### src/rtl/tlb_pkg.sv
// rtl/tlb_pkg.sv - shared TLB entry types, KSEG decode and default sizes
`timescale 1ns/1ps
package tlb_pkg;

  localparam int TLB_NUM_ENTRIES = 16;
  localparam int TLB_ASID_W      = 8;

  // kseg0/kseg1 share vaddr[31:30] == 2'b10 and bypass translation
  localparam logic [1:0] KSEG_UNMAPPED = 2'b10;

  typedef struct packed {
    logic [19:0] pfn;
    logic [2:0]  c;
    logic        d;
    logic        v;
  } tlb_page_t;

  typedef struct packed {
    logic [18:0]           vpn2;
    logic [TLB_ASID_W-1:0] asid;
    logic                  g;
    tlb_page_t             lo0;
    tlb_page_t             lo1;
  } tlb_entry_t;

  function automatic logic isUnmapped(input logic [31:0] vaddr);
    return vaddr[31:30] == KSEG_UNMAPPED;
  endfunction

endpackage

### src/rtl/tlb_match.sv
// rtl/tlb_match.sv - combinational VPN2/ASID match across all entries, lowest index wins
// Multi-hit output exists only when TLB_MULTIHIT_CHECK_EN is defined.
`timescale 1ns/1ps
module tlb_match
  import tlb_pkg::*;
#(
  parameter int NUM_ENTRIES = TLB_NUM_ENTRIES,
  parameter int ASID_W      = TLB_ASID_W,
  parameter int IDX_W       = $clog2(NUM_ENTRIES)
) (
  input  tlb_entry_t        entries [NUM_ENTRIES],
  input  logic [18:0]       vpn2,
  input  logic [ASID_W-1:0] asid,
  output logic              hit,
  output logic [IDX_W-1:0]  idx
`ifdef TLB_MULTIHIT_CHECK_EN
  , output logic            multi
`endif
);

  always_comb begin
    hit = 1'b0;
    idx = '0;
`ifdef TLB_MULTIHIT_CHECK_EN
    multi = 1'b0;
`endif
    for (int i = 0; i < NUM_ENTRIES; i++) begin
      if (entries[i].vpn2 == vpn2 && (entries[i].g || entries[i].asid == asid)) begin
        if (!hit) idx = IDX_W'(i);
`ifdef TLB_MULTIHIT_CHECK_EN
        multi = multi | hit;
`endif
        hit = 1'b1;
      end
    end
  end

endmodule

### src/rtl/tlb_assoc.sv
// rtl/tlb_assoc.sv - fully associative MIPS32 joint TLB with fetch/data ports, tlbwi/tlbwr/tlbr/tlbp
// Optional sticky multi-hit machine check under TLB_MULTIHIT_CHECK_EN.
`timescale 1ns/1ps
module tlb_assoc
  import tlb_pkg::*;
#(
  parameter int NUM_ENTRIES = TLB_NUM_ENTRIES,
  parameter int ASID_W      = TLB_ASID_W,
  parameter int IDX_W       = $clog2(NUM_ENTRIES)
) (
  input  logic              clk,
  input  logic              rst,
  input  tlb_entry_t        wr_entry,
  input  logic [ASID_W-1:0] cur_asid,
  input  logic [IDX_W-1:0]  index,
  input  logic [IDX_W-1:0]  wired,
  input  logic              wired_we,
  input  logic              tlbwi,
  input  logic              tlbwr,
  input  logic              tlbr,
  input  logic              tlbp,
  output logic [IDX_W-1:0]  random,
  output logic              rd_valid,
  output tlb_entry_t        rd_entry,
  output logic              prb_valid,
  output logic              prb_miss,
  output logic [IDX_W-1:0]  prb_index,
  input  logic              i_req,
  input  logic [31:0]       i_vaddr,
  output logic              i_valid,
  output logic [31:0]       i_paddr,
  output logic              i_refill,
  output logic              i_invalid,
  input  logic              d_req,
  input  logic [31:0]       d_vaddr,
  input  logic              d_store,
  output logic              d_valid,
  output logic [31:0]       d_paddr,
  output logic              d_refill,
  output logic              d_invalid,
  output logic              d_modified
`ifdef TLB_MULTIHIT_CHECK_EN
  , output logic            mcheck
`endif
);

  localparam logic [IDX_W-1:0] LAST_IDX = IDX_W'(NUM_ENTRIES - 1);

  tlb_entry_t tlbs [NUM_ENTRIES];

  logic             iHit, dHit, pHit;
  logic [IDX_W-1:0] iIdx, dIdx, pIdx;
`ifdef TLB_MULTIHIT_CHECK_EN
  logic             iMulti, dMulti, pMulti;
`endif

  tlb_match #(.NUM_ENTRIES(NUM_ENTRIES), .ASID_W(ASID_W), .IDX_W(IDX_W)) uFetchMatch (
    .entries(tlbs), .vpn2(i_vaddr[31:13]), .asid(cur_asid), .hit(iHit), .idx(iIdx)
`ifdef TLB_MULTIHIT_CHECK_EN
    , .multi(iMulti)
`endif
  );

  tlb_match #(.NUM_ENTRIES(NUM_ENTRIES), .ASID_W(ASID_W), .IDX_W(IDX_W)) uDataMatch (
    .entries(tlbs), .vpn2(d_vaddr[31:13]), .asid(cur_asid), .hit(dHit), .idx(dIdx)
`ifdef TLB_MULTIHIT_CHECK_EN
    , .multi(dMulti)
`endif
  );

  tlb_match #(.NUM_ENTRIES(NUM_ENTRIES), .ASID_W(ASID_W), .IDX_W(IDX_W)) uProbeMatch (
    .entries(tlbs), .vpn2(wr_entry.vpn2), .asid(cur_asid), .hit(pHit), .idx(pIdx)
`ifdef TLB_MULTIHIT_CHECK_EN
    , .multi(pMulti)
`endif
  );

  logic      iUnmapped, dUnmapped;
  tlb_page_t iPage, dPage;

  assign iUnmapped = isUnmapped(i_vaddr);
  assign dUnmapped = isUnmapped(d_vaddr);
  assign iPage     = i_vaddr[12] ? tlbs[iIdx].lo1 : tlbs[iIdx].lo0;
  assign dPage     = d_vaddr[12] ? tlbs[dIdx].lo1 : tlbs[dIdx].lo0;

  // tlbwr targets the Random value visible in the same cycle, before it steps
  always_ff @(posedge clk or posedge rst) begin
    if (rst) begin
      for (int i = 0; i < NUM_ENTRIES; i++) tlbs[i] <= '0;
    end else if (tlbwi) begin
      tlbs[index] <= wr_entry;
    end else if (tlbwr) begin
      tlbs[random] <= wr_entry;
    end
  end

  always_ff @(posedge clk or posedge rst) begin
    if (rst)                                                 random <= LAST_IDX;
    else if (wired_we || random == wired || wired >= LAST_IDX) random <= LAST_IDX;
    else                                                     random <= random - 1'b1;
  end

  always_ff @(posedge clk or posedge rst) begin
    if (rst) begin
      rd_valid  <= 1'b0;
      rd_entry  <= '0;
      prb_valid <= 1'b0;
      prb_miss  <= 1'b0;
      prb_index <= '0;
    end else begin
      rd_valid  <= tlbr;
      prb_valid <= tlbp;
      if (tlbr) rd_entry <= tlbs[index];
      if (tlbp) begin
        prb_miss  <= !pHit;
        prb_index <= pIdx;
      end
    end
  end

  always_ff @(posedge clk or posedge rst) begin
    if (rst) begin
      i_valid   <= 1'b0;
      i_paddr   <= '0;
      i_refill  <= 1'b0;
      i_invalid <= 1'b0;
    end else begin
      i_valid <= i_req;
      if (i_req) begin
        i_paddr   <= iUnmapped ? {3'b000, i_vaddr[28:0]} :
                     iHit      ? {iPage.pfn, i_vaddr[11:0]} : 32'h0;
        i_refill  <= !iUnmapped && !iHit;
        i_invalid <= !iUnmapped && iHit && !iPage.v;
      end
    end
  end

  always_ff @(posedge clk or posedge rst) begin
    if (rst) begin
      d_valid    <= 1'b0;
      d_paddr    <= '0;
      d_refill   <= 1'b0;
      d_invalid  <= 1'b0;
      d_modified <= 1'b0;
    end else begin
      d_valid <= d_req;
      if (d_req) begin
        d_paddr    <= dUnmapped ? {3'b000, d_vaddr[28:0]} :
                      dHit      ? {dPage.pfn, d_vaddr[11:0]} : 32'h0;
        d_refill   <= !dUnmapped && !dHit;
        d_invalid  <= !dUnmapped && dHit && !dPage.v;
        d_modified <= !dUnmapped && dHit && dPage.v && !dPage.d && d_store;
      end
    end
  end

`ifdef TLB_MULTIHIT_CHECK_EN
  always_ff @(posedge clk or posedge rst) begin
    if (rst) begin
      mcheck <= 1'b0;
    end else if ((i_req && !iUnmapped && iMulti) || (d_req && !dUnmapped && dMulti) ||
                 (tlbp && pMulti)) begin
      mcheck <= 1'b1;
    end
  end
`endif

endmodule

### config.mk
export PLATFORM = sky130hd
export DESIGN_NAME = tlb_assoc
export DESIGN_NICKNAME = d
export VERILOG_FILES = /design/src/rtl/tlb_pkg.sv /design/src/rtl/tlb_match.sv /design/src/rtl/tlb_assoc.sv
export SDC_FILE = /design/constraint.sdc
export NUM_CORES = 2
export LEC_CHECK = 0
export CORE_AREA = 2 2 445 447
export DETAILED_ROUTE_END_ITERATION = 10
export DIE_AREA = 0 0 447 449
export GPL_TIMING_DRIVEN = 0
export PLACE_DENSITY = 0.64
export SLEW_MARGIN = 15
export SYNTH_ARGS = -nofsm -noshare
export SYNTH_HDL_FRONTEND = slang
export SYNTH_SLANG_ARGS = --single-unit
### constraint.sdc
create_clock -name clk -period 46.9 [get_ports clk]
set_clock_uncertainty 0.15 [all_clocks]
set_input_delay 7.035 -clock clk [delete_from_list [all_inputs] [get_ports clk]]
set_output_delay 7.035 -clock clk [all_outputs]
set_load 0.03 [all_outputs]
; ---- Yosys cells after proc, flatten, opt, wreduce, memory -nomap -nowiden
; Index checks and enable logic that the tools add are counted.
; Widths: inputs -> output; s select.
[totals]
regBits = 1408
inputBits = 168
output_inout_bits = 160
elab_cells = 528
[classes]
addsub = 1
n_lt_le_gt_ge = 7
eq_ne = 67
mux = 162
bitwise_logic = 4
reduce_logical = 86
[op_table]
columns = op, count
row1 = $bwmux 1248, 2
row2 = $mux 1248, 2
row3 = $bmux 78 s4, 3
row4 = $eq 19x19->1, 48
row5 = $demux 78 s4, 2
row6 = $mux 4, 88
row7 = $mux 78, 4
row8 = $mux 50, 4
row9 = $eq 8x8->1, 16
row10 = $mux 32, 4
row11 = $logic_and 1x1->1, 59
row12 = $mux 1, 51
row13 = $mux 25, 2
row14 = $ge 5x5->1 const B, 4
row15 = $not 4->5, 4
row16 = $logic_or 1x1->1, 18
row17 = $lt 5x1->1 const B, 2
row18 = $logic_not 1->1, 8
row19 = $eq 2x2->1 const B, 2
row20 = $eq 4x4->1, 1
row21 = $ge 4x4->1 const B, 1
row22 = $sub 4x1->4 const B, 1
row23 = $reduce_bool 2->1, 1

; ---- Longest topological paths before layout
[depth]
ltp_word = 42
ltp_mapped = 20
ltp_nobuf = 14

; ---- By module
; Synthesis repeated with hierarchy kept, for this count alone.
[unflattened]
hier_cells = 6365
hier_area_um2 = 89136.7
[modules_own_cells]
columns = module, instances, cells_each, area_per_inst_um2, seq_area_each_um2
row1 = tlb_assoc, 1, 4334, 72699.7, 35238.8
row2 = tlb_match, 3, 677, 5479.0, 0.0

; ---- Least setup slack after synthesis
; No wires, ideal clock.
[synth_timing]
path_type = input to register
startpoint = input port i_vaddr[30]
endpoint = register i_paddr[15]
setup_ps = 135
arrival_time_ps = 10171
path_slack_ps = 36444
stages = 17
n_path_buf = 4
cell_sequence = buf_2 buf_4 xnor2_1 nand4_1 nor4_1 nand3_1 a211o_1 a21boi_1 nor3_1 nor3_2 buf_6 buf_6 mux2_4 a221oi_1 o211ai_1 a31oi_1 o31ai_1
[synth_via]
elab_chain_len = 40
[synth_lines]
columns = item, line
row1 = from (decl), tlb_assoc.sv:29  ; input logic [31:0] i_vaddr,
row2 = $eq 19x19->1, tlb_match.sv:28  ; if (entries[i].vpn2 == vpn2 && (entries[i].g || entries[i].asid == asid)) begin
row3 = $logic_and 1x1->1, tlb_match.sv:28
row4 = $mux 1, tlb_match.sv:28
row5 = $mux 1, tlb_match.sv:29  ; if (!hit) idx = IDX_W'(i);
row6 = $mux 4, tlb_match.sv:28
row7 = $mux 4, tlb_match.sv:29
row8 = $mux 4, tlb_match.sv:28
row9 = $mux 4, tlb_match.sv:29
row10 = [... 23 more ...], --
row11 = $mux 4, tlb_match.sv:29
row12 = $mux 4, tlb_match.sv:28
row13 = $not 4->5 (not written as such), tlb_assoc.sv:83  ; assign iPage = i_vaddr[12] ? tlbs[iIdx].lo1 : tlbs[iIdx].lo0;
row14 = $bmux 78 s4, tlb_assoc.sv:83
row15 = $mux 50 (not written as such) (2 in a row), tlb_assoc.sv:83
row16 = $mux 25, tlb_assoc.sv:83
row17 = $mux 32, tlb_assoc.sv:131  ; iHit ? {iPage.pfn, i_vaddr[11:0]} : 32'h0;
row18 = $mux 32 *, tlb_assoc.sv:130  ; i_paddr <= iUnmapped ? {3'b000, i_vaddr[28:0]} :
row19 = to (signal assigned), tlb_assoc.sv:130
row20 = to (decl), tlb_assoc.sv:31  ; output logic [31:0] i_paddr,
; Every way passes the cells marked *; elsewhere a longest branch is shown, timed or not. The select of a mux whose other input is x is not followed.
; A chain may end at the register's enable or synchronous reset.

; ---- Worst setup path in the final report
[layout_timing]
startpoint = input port d_vaddr[23]
endpoint = register d_paddr[18]
[layout_via]
elab_chain_len = 40
[layout_lines]
columns = item, line
row1 = from (decl), tlb_assoc.sv:35  ; input logic [31:0] d_vaddr,
row2 = $eq 19x19->1, tlb_match.sv:28
row3 = $logic_and 1x1->1, tlb_match.sv:28
row4 = $mux 1, tlb_match.sv:28
row5 = $mux 1, tlb_match.sv:29
row6 = $mux 4, tlb_match.sv:28
row7 = $mux 4, tlb_match.sv:29
row8 = $mux 4, tlb_match.sv:28
row9 = $mux 4, tlb_match.sv:29
row10 = [... 23 more ...], --
row11 = $mux 4, tlb_match.sv:29
row12 = $mux 4, tlb_match.sv:28
row13 = $not 4->5 (not written as such), tlb_assoc.sv:84  ; assign dPage = d_vaddr[12] ? tlbs[dIdx].lo1 : tlbs[dIdx].lo0;
row14 = $bmux 78 s4, tlb_assoc.sv:84
row15 = $mux 50 (not written as such) (2 in a row), tlb_assoc.sv:84
row16 = $mux 25, tlb_assoc.sv:84
row17 = $mux 32 *, tlb_assoc.sv:149  ; dHit ? {dPage.pfn, d_vaddr[11:0]} : 32'h0;
row18 = $mux 32 *, tlb_assoc.sv:148  ; d_paddr <= dUnmapped ? {3'b000, d_vaddr[28:0]} :
row19 = to (signal assigned), tlb_assoc.sv:148
row20 = to (decl), tlb_assoc.sv:38  ; output logic [31:0] d_paddr,
; Marked as above.

==> flow_summary.toml <==
[synthesis]
ys.flop_type = "dfrtp_1"
ys_async_sr_fraction_pct = 100
synthCells = 7120
avgSynthCellArea_um2 = 12.3
synth_top_area_cell = "dfrtp_1"
synth_top_family_by_area = "multiplexers"
synth-compound-area-share_pct = 5.34
synth_mux_area_share_pct = 34.9
synth-seq-area-share_pct = 40.2
ys_ff_latch = 1408
synthTopCellsByArea = "dfrtp_1 40%, mux2_2 19%, mux4_2 10%"
synth_edf_count = 0
synth_xor_area_share_pct = 10.5
synth-simple-area-share_pct = 5.40
synthDistinctLibCells = 89
synthAdderAreaFrac_pct = 0.0714
syn-cell-area_um2 = 87600
ys_warn_count = 0
synth_top_area_share_pct = 40.1
syn-num-nets = 7293

[sta]
setup_viol = 0
fin_setup_tns_ns = 0
min_period_ns = 14.73
finalHoldViolations = 0
rsz0062_at_grt = "no"
period_share_pct = 31.4
worstMarginPinSlew_ns = 1.44
slew_headroom_pct = 3.82
whs_ns = 0.345
fmax_ghz = 0.0679
slew_viol_final = 0

[floorplan]
start_util_pct = 44.6
num_rows = 163
io-pin-count = 328
die_x_um = 447
die_area_um2 = 201000
die_h_um = 449
core_area_um2 = 196000

[global_routing]
antenna_found_initial = 53
grt_pass1_vias = 69300
overflow = 0
grt_first_pass_wirelength_um = 622000
grt_max_degree = 113
grt_use_total_pct = 46.1

[worst_setup_path]
path_max_fanout = 10
critPathRequiredTime_ns = 47.54
crit_arrival_ns = 15.37
path_class = "primary input to flop"
worstSetupStartpointType = "primary input"
endpoint_kind = "flop"

[clocking]
cts_hold_buffers = 0
numCtsBuffers = 164
cts_tree = "done"
ctsResizeCount = 0
cts_max_level = 4
cts_buffer_depth = 3
post_cts_buffers = 0
clkLatencyLatePin_ns = 0.91
clk_pin_slew_ns = 0.06
clock_sinks = 1408
cts-root-buf = "clkbuf_16"

[finish]
final_cell_mix = "1495 x mux2_2, 1404 x dfrtp_1, 527 x xor2_1"
drive_above_1_share_pct = 33.0
nets = 7745
final_common_cell = "mux2_2"
register_area_um2 = 35200
fillCellCount = 17600
syn_to_final_growth_pct = 14.3
multiInputGateArea_um2 = 49300

[route]
avgRoutedWirePerCell_um = 45.3
ant_nets = 0
dr.max_layer_used = "met5"
drtIter0Drc = 10100
dr_wl_met3_um = 63400
vias = 71400
vias_per_cell = 6.89
wl_met2_um = 191000
drt-met1-wl_um = 179000
first_pass_iters = 9
wl_um = 470000
remaining_drc_errors = 1

[power_and_ir_drop]
p_int_mw = 3.09
peakVddDrop_v = 0.0000472
swShare_pct = 36.6
p_comb_share_pct = 29.5
total_power_mw = 4.88
p_switching_mw = 1.78
p_leak_nw = 42.2
p_clk_share_pct = 28.7
pwr-share-seq_pct = 41.8
cellPowerDensity_nw_per_um2 = 48.7

[placed_design]
dp_hpwl_um = 356000
io_buffers = 259
gp_congestion = 1.09

[outcome]
violations = "DRC"
status = "complete, but fails checks"

[hold_path]
min-delay-path-class = "flop to flop"

[job]
drv_cap = 0
## kinds of logic (layout without fill, tap and decap cells)
logic type                 count (synthesis)  count (layout)
other                                      0              21
xor gates and xnor gates                1046            1046
buffers and inverters                    680            1268
muxes                                   2357            2357
DFF                                     1408            1408
adders and majority gates                  5               5
AOI/OAI and AO/OA                        702             702
and+or+nand+nor                          922             922
## metrics by stage
stage / setup slack (ns) / util [%] / instance area [µm²] / std cells
detailed placement: 32.09 / 48.0 / 94200 / 10000
floorplan: 0.0177 / - / 87600 / 7120
finish: 32.17 / 51.0 / 100000 / 10400
CTS: 32.96 / 51.0 / 100000 / 10300
global route: 32.63 / 51.0 / 100000 / 10400
global placement: -16.59 / 47.6 / 93500 / 10000
## power groups by stage
stage | clock network (mW) | registers [mW] | logic, mW
final | 1.40 | 2.04 | 1.44
after global placement | 0 | 2.02 | 1.37
after CTS | 1.40 | 2.01 | 1.40
after global routing | 1.45 | 2.05 | 1.50
after floorplan | 0 | 1.88 | 0.919
after detailed placement | 0 | 2.03 | 1.39
## registers in the layout (all words and copies together), names as in the netlist
register,count
i_paddr,32
d_refill,1
rd_entry,78
d_modified,1
d_paddr,32
prb_miss,1
i_valid,1
prb_index,4
rd_valid,1
prb_valid,1
d_invalid,1
tlbs,1248
random,4
i_invalid,1
i_refill,1
d_valid,1
## layout make-up
| type | instances | share of cell area (%) |
|---|---|---|
| diodes | 21 | 0.0525 |
| plain buffers | 660 | 3.14 |
| clock buffers | 237 | 4.81 |
| clock inverters | 65 | 0.962 |
| inverters | 20 | 0.0825 |
| multi-input cells | 5032 | 49.3 |
| flip-flops and latches | 1408 | 35.2 |
| well taps | 2640 | 3.30 |
| repair buffers | 286 | 3.18 |
## path summary, 6_finish.rpt
check	startpoint	to	slack (ns)	depth (start not counted)
worst max-delay path	d_vaddr[23]	d_paddr[18]	32.17	18
worst min-delay path	d_paddr[13]	d_paddr[13]	0.35	2
worst max register to register	tlbs[1069]	d_paddr[18]	38.33	16
worst min register to register	d_paddr[13]	d_paddr[13]	0.35	2
max in group asynchronous	rst	tlbs[588]	37.65	7
min in group asynchronous	rst	tlbs[598]	6.33	2
## per-layer routing
| metal | GRT usage, % | up-vias |
|---|---|---|
| met5 | 1.97 | - |
| met4 | 28.3 | 40 |
| met3 | 19.4 | 1431 |
| met2 | 63.5 | 5331 |
| met1 | 59.5 | 37400 |
| li1 | - | 27200 |
## worst max-delay path, cell delays in order
cell and delay, ns:
buf_2 0.46, buf_2 0.77, xor2_1 0.14, nor4_1 0.48, nand4_1 0.22, nor3_1 0.39
nor4_1 0.18, nand2_1 0.25, nor4_1 0.09, a21oi_1 1.09, buf_2 0.54, buf_2 0.62
buf_2 0.66, buf_2 0.60, o211ai_1 0.18, o211ai_1 0.32, nand4_1 0.87, nand2_1 0.28
## synthesized netlist by cell type (all sizes together), types with 4 or more instances
cell,n
o22ai,31
ha,5
and2,40
nor2,122
inv,19
nor4,144
nand2b,14
clkbuf,377
a31o,4
dfrtp,1404
a21oi,163
xor2,527
a221oi,28
a32oi,4
and3,29
o31ai,8
mux2,1535
a211o,5
o311ai,4
xnor2,519
or3,4
o2111ai,7
a221o,15
a41o,10
nor2b,10
mux2i,417
a31oi,6
mux4,405
a211oi,39
nand3,72
or2,7
nand4,148
nand2,271
nor3,53
dfstp,4
buf,283
a22oi,36
a22o,39
o21ai,162
o211ai,107
No activity file was read; power rests on OpenSTA's default activity.
